===== src/rtl/alu_mc.sv =====
// alu_mc: multi-cycle ALU with registered result and NZCV flags behind a valid/ready handshake.
// Single-cycle ops complete on the accept edge; MUL runs an N-step radix-2 shift-add.
//
// state  | meaning
// IDLE   | waiting for a request
// MUL    | shift-add multiply in progress, busy asserted
// DONE   | result/flags valid, held until out_ready
module alu_mc #(
  parameter int N      = 32,
  parameter int SHW    = $clog2(N),
  parameter bit MUL_EN = 1'b1
) (
  input  logic         clk,
  input  logic         rst_n,
  input  logic         in_valid,
  output logic         in_ready,
  input  logic [N-1:0] a,
  input  logic [N-1:0] b,
  input  logic [3:0]   alucontrol,
  output logic         out_valid,
  input  logic         out_ready,
  output logic [N-1:0] result,
  output logic [3:0]   flags,
  output logic         busy
);
  localparam int CW = SHW + 1;

  typedef enum logic [1:0] {S_IDLE, S_MUL, S_DONE} state_t;

  state_t         state_q, state_d;
  logic [N-1:0]   result_q, result_d;
  logic [3:0]     flags_q, flags_d;
  logic [CW-1:0]  cnt_q, cnt_d;
  logic [2*N-1:0] acc_q, acc_d;
  logic [2*N-1:0] mcand_q, mcand_d;
  logic [N-1:0]   mplier_q, mplier_d;

  logic           inv;
  logic [N-1:0]   b_op;
  logic [N:0]     sum;
  logic           add_v;
  logic [SHW-1:0] shamt;
  logic [N:0]     sll_t, srl_t;
  logic signed [N:0] sra_in, sra_t;
  logic [N-1:0]   alu_res;
  logic           alu_c, alu_v;
  logic           is_mul, accept;
  logic [2*N-1:0] acc_nxt;

  // Shifts run one bit wider so the last bit shifted out lands in the extra bit.
  always_comb begin
    inv     = (alucontrol == 4'b0110) || (alucontrol == 4'b0111);
    b_op    = inv ? ~b : b;
    sum     = {1'b0, a} + {1'b0, b_op} + {{N{1'b0}}, inv};
    add_v   = (a[N-1] ~^ b_op[N-1]) & (a[N-1] ^ sum[N-1]);
    shamt   = b[SHW-1:0];
    sll_t   = {1'b0, a} << shamt;
    srl_t   = {a, 1'b0} >> shamt;
    sra_in  = {a, 1'b0};
    sra_t   = sra_in >>> shamt;
    alu_res = '0;
    alu_c   = 1'b0;
    alu_v   = 1'b0;
    case (alucontrol)
      4'b0000: alu_res = a & b;
      4'b0001: alu_res = a | b;
      4'b0011: alu_res = a ^ b;
      4'b0010, 4'b0110: begin
        alu_res = sum[N-1:0];
        alu_c   = sum[N];
        alu_v   = add_v;
      end
      4'b0111: alu_res = {{(N-1){1'b0}}, sum[N-1] ^ add_v};
      4'b0100: begin
        alu_res = sll_t[N-1:0];
        alu_c   = sll_t[N];
      end
      4'b0101: begin
        alu_res = srl_t[N:1];
        alu_c   = srl_t[0];
      end
      4'b1000: begin
        alu_res = sra_t[N:1];
        alu_c   = sra_t[0];
      end
      default: ;
    endcase
  end

  assign is_mul  = MUL_EN && (alucontrol == 4'b1001);
  assign acc_nxt = acc_q + (mplier_q[0] ? mcand_q : '0);

  assign in_ready  = (state_q == S_IDLE) || ((state_q == S_DONE) && out_ready);
  assign accept    = in_valid && in_ready;
  assign out_valid = (state_q == S_DONE);
  assign busy      = (state_q == S_MUL);
  assign result    = result_q;
  assign flags     = flags_q;

  always_comb begin
    state_d  = state_q;
    result_d = result_q;
    flags_d  = flags_q;
    cnt_d    = cnt_q;
    acc_d    = acc_q;
    mcand_d  = mcand_q;
    mplier_d = mplier_q;
    case (state_q)
      S_IDLE, S_DONE: begin
        if (accept) begin
          if (is_mul) begin
            state_d  = S_MUL;
            cnt_d    = CW'(N);
            acc_d    = '0;
            mcand_d  = {{N{1'b0}}, a};
            mplier_d = b;
          end else begin
            state_d  = S_DONE;
            result_d = alu_res;
            flags_d  = {alu_res[N-1], ~|alu_res, alu_c, alu_v};
          end
        end else if (state_q == S_DONE && out_ready) begin
          state_d = S_IDLE;
        end
      end
      S_MUL: begin
        acc_d    = acc_nxt;
        mcand_d  = mcand_q << 1;
        mplier_d = mplier_q >> 1;
        cnt_d    = cnt_q - CW'(1);
        if (cnt_q == CW'(1)) begin
          state_d  = S_DONE;
          result_d = acc_nxt[N-1:0];
          flags_d  = {acc_nxt[N-1], ~|acc_nxt[N-1:0], 1'b0, |acc_nxt[2*N-1:N]};
        end
      end
      default: state_d = S_IDLE;
    endcase
  end

  always_ff @(posedge clk or negedge rst_n) begin
    if (!rst_n) begin
      state_q  <= S_IDLE;
      result_q <= '0;
      flags_q  <= '0;
      cnt_q    <= '0;
      acc_q    <= '0;
      mcand_q  <= '0;
      mplier_q <= '0;
    end else begin
      state_q  <= state_d;
      result_q <= result_d;
      flags_q  <= flags_d;
      cnt_q    <= cnt_d;
      acc_q    <= acc_d;
      mcand_q  <= mcand_d;
      mplier_q <= mplier_d;
    end
  end
endmodule


===== config.mk =====
export PLATFORM = sky130hd
export DESIGN_NAME = alu_mc
export DESIGN_NICKNAME = d
export VERILOG_FILES = /design/src/rtl/alu_mc.sv
export SDC_FILE = /design/constraint.sdc
export NUM_CORES = 1
export LEC_CHECK = 0
export BUFFER_PORTS_ARGS = -buffer_cell sky130_fd_sc_hd__buf_2
export CAP_MARGIN = 10
export CELL_PAD_IN_SITES_DETAIL_PLACEMENT = 1
export CELL_PAD_IN_SITES_GLOBAL_PLACEMENT = 1
export CORE_MARGIN = 4
export CORE_UTILIZATION = 48
export DETAILED_ROUTE_END_ITERATION = 7
export GPL_TIMING_DRIVEN = 1
export PLACE_DENSITY_LB_ADDON = 0.1
export RECOVER_POWER = 50
export SLEW_MARGIN = 30
export SYNTH_ARGS = -nofsm -noshare
export SYNTH_HDL_FRONTEND = slang
export SYNTH_SLANG_ARGS = --single-unit

===== constraint.sdc =====
create_clock -name clk -period 5 [get_ports clk]
set_input_delay 1 -clock clk [delete_from_list [all_inputs] [get_ports clk]]
set_output_delay 1 -clock clk [all_outputs]
set_load 0.05 [all_outputs]

# ---- Word-level counts from Yosys, hierarchy flattened
# Index checks and enable logic that the tools add are counted.
dict set report totals {
  ff_bits 204
  latchBits 0
  ram_bits 0
  romBits 0
  elab_cells 86
  mem_count 0
}
dict set report op_classes {
  n_addsub 4
  multipliers 0
  div 0
  magnitude_cmp 0
  n_eq_ne 17
  n_shift 3
  muxes 30
  n_bitwise 8
  reduce_logical 17
}
# cell n
set op_table {}
lappend op_table {{$mux W64} 5}
lappend op_table {{$pmux W32 S8} 1}
lappend op_table {{$pmux W64 S2} 2}
lappend op_table {{$mux W32} 6}
lappend op_table {{$pmux W32 S2} 2}
lappend op_table {{$reduce_or A32 Y1} 3}
lappend op_table {{$add A64 B64 Y64} 1}
lappend op_table {{$add A32 B32 Y33} 1}
lappend op_table {{$add A33 B1 Y33} 1}
lappend op_table {{$shl A32 B5 Y33} 1}
lappend op_table {{$shr A33 B5 Y33} 1}
lappend op_table {{$sshr A33 B5 Y33} 1}
lappend op_table {{$and A32 B32 Y32} 1}
lappend op_table {{$not A32 Y32} 1}
lappend op_table {{$or A32 B32 Y32} 1}
lappend op_table {{$xor A32 B32 Y32} 1}
lappend op_table {{$eq A4 B3 Y1 const B} 4}
lappend op_table {{$mux W4} 3}
lappend op_table {{$mux W6} 2}
lappend op_table {{$pmux W6 S2} 1}
lappend op_table {{$eq A4 B2 Y1 const B} 2}
lappend op_table {{$eq A4 B4 Y1 const B} 2}
lappend op_table {{$mux W2} 4}
lappend op_table {{$pmux W4 S2} 1}
lappend op_table {{other kinds (24)} 31}

# ---- Longest topological paths before layout
dict set report depth {
  ltp_word 14
  mapped_depth 29
  mapped_depth_nobuf 25
}

# ---- Least setup slack after synthesis
# OpenSTA, ideal clock, no wires.
dict set report synth_path {
  kind {input-to-reg}
  startpoint {input port b[2]}
  endpoint {register flags_q[2] (netlist: flags[2])}
  setup_ns 0.095
  arrival_ns 6.347
  path_slack_ns -1.443
  cell_stages 28
  cell_sequence {buf_1 -> clkbuf_1 -> clkbuf_1 -> buf_1 -> xnor2_1 -> ha_1 -> o21ai_0 -> nand2b_1 -> nand4_1 -> a2111o_1 -> a211oi_1 -> o21bai_1 -> a21oi_1 -> nand2b_1 -> a21o_1 -> a21oi_1 -> o21bai_1 -> fa_1 -> nand3b_1 -> a31oi_1 -> a221o_1 -> a2111oi_2 -> nand4b_1 -> nor4_2 -> nand4_1 -> nor4_1 -> nand4_1 -> o31ai_1}
}
dict set report synth_via {
  elab_chain_len 13
  word_cells_on_any_way 19
  classes_between {2 x add/sub; 3 x shift; 5 x mux; 7 x bitwise; 2 x reduce/logical}
}
# element line_no
set synth_rtl {}
lappend synth_rtl {{from (decl)} 18} ;# input logic [N-1:0] b,
lappend synth_rtl {{$not A32 Y32} 53} ;# b_op = inv ? ~b : b;
lappend synth_rtl {{$mux W32} 53}
lappend synth_rtl {{$add A32 B32 Y33} 54} ;# sum = {1'b0, a} + {1'b0, b_op} + {{N{1'b0}}, inv};
lappend synth_rtl {{$add A33 B1 Y33} 54}
lappend synth_rtl {{$xor A1 B1 Y1} 55} ;# add_v = (a[N-1] ~^ b_op[N-1]) & (a[N-1] ^ sum[N-1]);
lappend synth_rtl {{$and A1 B1 Y1} 55}
lappend synth_rtl {{$xor A1 B1 Y1} 73} ;# 4'b0111: alu_res = {{(N-1){1'b0}}, sum[N-1] ^ add_v};
lappend synth_rtl {{$pmux W32 S8 (*)} 64} ;# case (alucontrol)
lappend synth_rtl {{$reduce_or A32 Y1 (*)} 120} ;# flags_d = {alu_res[N-1], ~|alu_res, alu_c, alu_v};
lappend synth_rtl {{$logic_not A1 Y1 (*)} 120}
lappend synth_rtl {{$mux W4 (*)} 111} ;# if (is_mul) begin
lappend synth_rtl {{$mux W4 (*)} 110} ;# if (accept) begin
lappend synth_rtl {{$pmux W4 S2 (*)} 108} ;# case (state_q)
lappend synth_rtl {{to (signal assigned)} 153} ;# flags_q <= flags_d;
lappend synth_rtl {{to (decl)} 32} ;# logic [3:0] flags_q, flags_d;
# Mark *: on every way between the ends. The rest lies on a longest branch, timed or not. The select of a mux whose other input is x is not followed.
# A chain may end at the register's enable or synchronous reset.

# ---- Worst setup path after layout
dict set report layout_path {
  startpoint {input port alucontrol[3]}
  endpoint {register flags_q[2] (netlist: flags[2])}
}
dict set report layout_via {
  elab_chain_len 14
  word_cells_on_any_way 27
  classes_between {2 x add/sub; 10 x eq/ne; 5 x mux; 4 x bitwise; 6 x reduce/logical}
}
# element line_no
set layout_rtl {}
lappend layout_rtl {{from (decl)} 19} ;# input logic [3:0] alucontrol,
lappend layout_rtl {{$eq A4 B3 Y1} {52, 64}}
lappend layout_rtl {{$logic_or A1 B1 Y1} 52} ;# inv = (alucontrol == 4'b0110) || (alucontrol == 4'b0111);
lappend layout_rtl {{$mux W32} 53}
lappend layout_rtl {{$add A32 B32 Y33} 54}
lappend layout_rtl {{$add A33 B1 Y33} 54}
lappend layout_rtl {{$xor A1 B1 Y1} 55}
lappend layout_rtl {{$and A1 B1 Y1} 55}
lappend layout_rtl {{$xor A1 B1 Y1} 73}
lappend layout_rtl {{$pmux W32 S8} 64}
lappend layout_rtl {{$reduce_or A32 Y1} 120}
lappend layout_rtl {{$logic_not A1 Y1} 120}
lappend layout_rtl {{$mux W4} 111}
lappend layout_rtl {{$mux W4} 110}
lappend layout_rtl {{$pmux W4 S2} 108}
# Several ways; a longest one is shown, not always the timed one. The select of a mux whose other input is x is not followed.

==> results.ini <==
[synthesis]
synth_area_mm2 = 0.0214
synth_warnings = 0
synth_area_leaders = dfrtp_1 24%, ha_1 9.5%, mux4_2 7.6%
synth-edff-count = 0
synth_top_area_share_pct = 23.7
synthFlopType = dfrtp_1
postSynthCellCount = 2762
async_flop_share_pct = 100
synth_seq_cells = 203
synth.distinct_cells = 76
postSynthAreaPerCell_um2 = 7.75
seq_area_frac_synth_pct = 23.7
synth.largest_area_cell = dfrtp_1
synth_nets = 2999

[clocking]
htreeDepth = 1
hold_buffers = 0
clk_pin_slew_ns = 0.06
clock_sinks = 203
cts_tree = yes
clock_path_buffers = 3
cts_buffers = 25
insertion_delay_ns = 0.56
root_buffer = clkbuf_16

[timing]
timing.final.crit_share_pct = 114
max_slew_margin_pct = -94.2
slew_viol_final = 141
rsz0062_at_grt = true
setup_violations = 1
fin_crit_ns = 5.72
max_freq_ghz = 0.175
worst_slew_pin_slew_ns = 2.91
fin_skew_ns = 0.0384
hold_viol_final = 0
setup_ws_ns = -0.715

[die]
die_area_mm2 = 0.0481
initial_core_util_pct = 48.5
die_w_um = 219
num_rows = 77
die_h_um = 219
ios = 111
core_mm2 = 0.0441

[placed_design]
portBuffers = 110
place_area_mm2 = 0.0240
place_congestion = 1.02
hpwl_um = 75100
placedCellCount = 3520

[pwr]
netSwitchingPower_mw = 6.37
clkPwrFrac_pct = 14.7
vdd_drop_max_v = 0.000351
powerDensity_mw_per_mm2 = 507
seq_power_share_pct = 23.0
p_leak_nw = 11.3
intPower_mw = 6.24
combPwrFrac_pct = 62.2
power.total_mw = 12.6
netSwitchingFraction_pct = 50.5

[status]
violations = max-capacitance violations, max-slew violations, negative setup slack
outcome = finished with violations

[grt]
grt_antenna_before_repair = 1
grt_max_degree = 111
grt_use_total_pct = 40.2
grt_pass1_vias = 24316
grt_remaining_overflow = 0
grt_pass1_wl_um = 149000

[setup_path]
startpoint_type = input pin
crit_path_end_kind = register
required_ns = 5.43
arrival_ns = 6.15
critPathKind = input pin to register
path_max_fanout = 11

[cells_and_area]
layout.nets = 3197
finalNonFillerCells = 3569
fin_area_mm2 = 0.0249
syn2layout_area_growth_pct = 16.2
final_cell_mix = 428 x nand2_1, 261 x buf_4, 243 x nor2_1
layout_commonest_cell = nand2_1
fin_util_pct = 56.4
final_layout_size_suffix_gt1_share_pct = 18.2

[detailed_routing]
ant_nets = 0
drc = 0
drt-initial-drc-count = 2318
vias = 23771
drt-wirelength-per-cell_um = 27.9
firstDrtPassIters = 6
routed_via_density = 6.66
wl_um = 99500

[worst_hold_path]
hold_path.class = register to register

[run]
max-cap-violations = 2

-- power by group through the flow --
stage          registers, mW  logic, mW  clock network (mW)
2_1_floorplan           2.93       4.72                   0
3_3_place_gp            2.83       7.27                   0
3_5_place_dp            2.89       7.52                   0
4_1_cts                 2.89       7.63                1.87
5_1_grt                 2.98       8.42                1.93
6_report                2.90       7.85                1.86
-- worst max-delay path: stages --
cell       delay, ns
buf_2           0.10
nand3b_1        0.20
buf_12          0.19
xnor2_1         0.13
ha_1            0.35
a21o_1          0.14
a21o_1          0.13
a21oi_1         0.10
a2111o_1        0.49
a211oi_2        0.34
o21bai_1        0.17
a21oi_1         0.15
nand2b_4        0.14
a21o_1          0.13
a21oi_2         0.07
o21bai_1        0.20
fa_1            0.20
nand3b_1        0.11
a31oi_1         0.08
a221o_1         0.35
a2111oi_4       0.30
nand4b_1        0.15
nor4_2          0.19
nand4_1         0.15
nor4_2          0.24
nand4_1         0.12
o31ai_1         0.23
-- state kept, by name, indices dropped and copies added, names as in the netlist --
| name | count |
|---|---|
| mcand_q | 64 |
| state_q | 2 |
| cnt_q | 6 |
| flags | 3 |
| mplier_q | 32 |
| acc_q | 64 |
| result | 32 |
-- final cells by class --
cell class / count / area, µm²
inverters: 118 / 444
flip-flops and latches: 203 / 5080
diodes: 1 / 2.50
fillers: 5485 / 19200
clock inverters: 10 / 131
well taps: 592 / 741
repair buffers: 379 / 2610
multi-input cells: 2233 / 15200
clock buffers: 33 / 676
-- stage by stage --
| stage | TNS (ns) | setup slack [ns] | hold slack, ns |
|---|---|---|---|
| after floorplan | -0.610 | -0.610 | 0.446 |
| after global placement | -1.89 | -0.911 | 0.456 |
| after detailed placement | -2.73 | -1.17 | 0.467 |
| after CTS | -0.602 | -0.602 | 0.482 |
| after global routing | -1.12 | -1.05 | 0.497 |
| final | -0.715 | -0.715 | 0.482 |
-- logic make-up after synthesis --
kind of cell / count (synthesis) / share of synthesized area [%]
AND/OR/NAND/NOR: 1027 / 21.8
AO/OA/AOI/OAI: 788 / 23.3
buffers and inverters: 326 / 5.87
flip-flops: 203 / 23.7
adder cells (fa/ha/maj): 165 / 9.74
multiplexers: 154 / 11.5
XOR/XNOR: 99 / 4.05
-- cells in the mapped netlist, types with 10 or more instances --
master and number:
o21a_1 12, mux2i_1 57, mux4_2 72, a21o_1 52
and3_1 12, clkbuf_1 166, nand2b_1 21, a21oi_1 169
o22ai_1 11, a211oi_1 36, o21bai_1 16, nor4_1 15
mux2_2 25, nand2_1 429, a22oi_1 19, a31oi_1 94
xor2_1 33, xnor2_1 66, dfrtp_1 203, o31ai_1 13
buf_1 26, or2_2 10, buf_2 12, a22o_1 10
a211o_1 10, inv_1 114, or3_1 17, a221oi_1 10
o211ai_1 25, nor3_1 38, nor2_1 243, ha_1 162
and2_1 74, nor2b_1 12, nand4_1 34, nand3_1 84
o21ai_0 221
-- what timing repair did --
item	CTS	global route
buffers inserted	0	5
endpoints found under the setup margin	1	4
pin swaps	1	3
resized for setup	2	12
-- final timing paths --
| kind | from | endpoint | slack [ns] | cells past startpoint |
|---|---|---|---|---|
| min in group asynchronous | rst_n | acc_q[11]$_DFFE_PN0P_ | 1.31 | 1 |
| setup / recovery | alucontrol[3] | flags[2]$_DFFE_PN0P_ | -0.72 | 27 |
| setup reg to reg | mplier_q[0]$_DFFE_PN0P_ | flags[0]$_DFFE_PN0P_ | 0.14 | 18 |
| hold reg to reg | result[6]$_DFFE_PN0P_ | result[6]$_DFFE_PN0P_ | 0.48 | 1 |
| hold / removal | result[6]$_DFFE_PN0P_ | result[6]$_DFFE_PN0P_ | 0.48 | 1 |
| max in group asynchronous | rst_n | mcand_q[57]$_DFFE_PN0P_ | 1.01 | 2 |
-- metal layers --
metal	up-vias	share of wire, %	global-route usage (%)
met5	-	0	0.208
met4	0	6.6	20.8
met3	345	9.4	8.14
met2	1240	45	64.4
met1	11827	39	51.5
li1	10359	-	-
(Power assumes the default switching activity.)
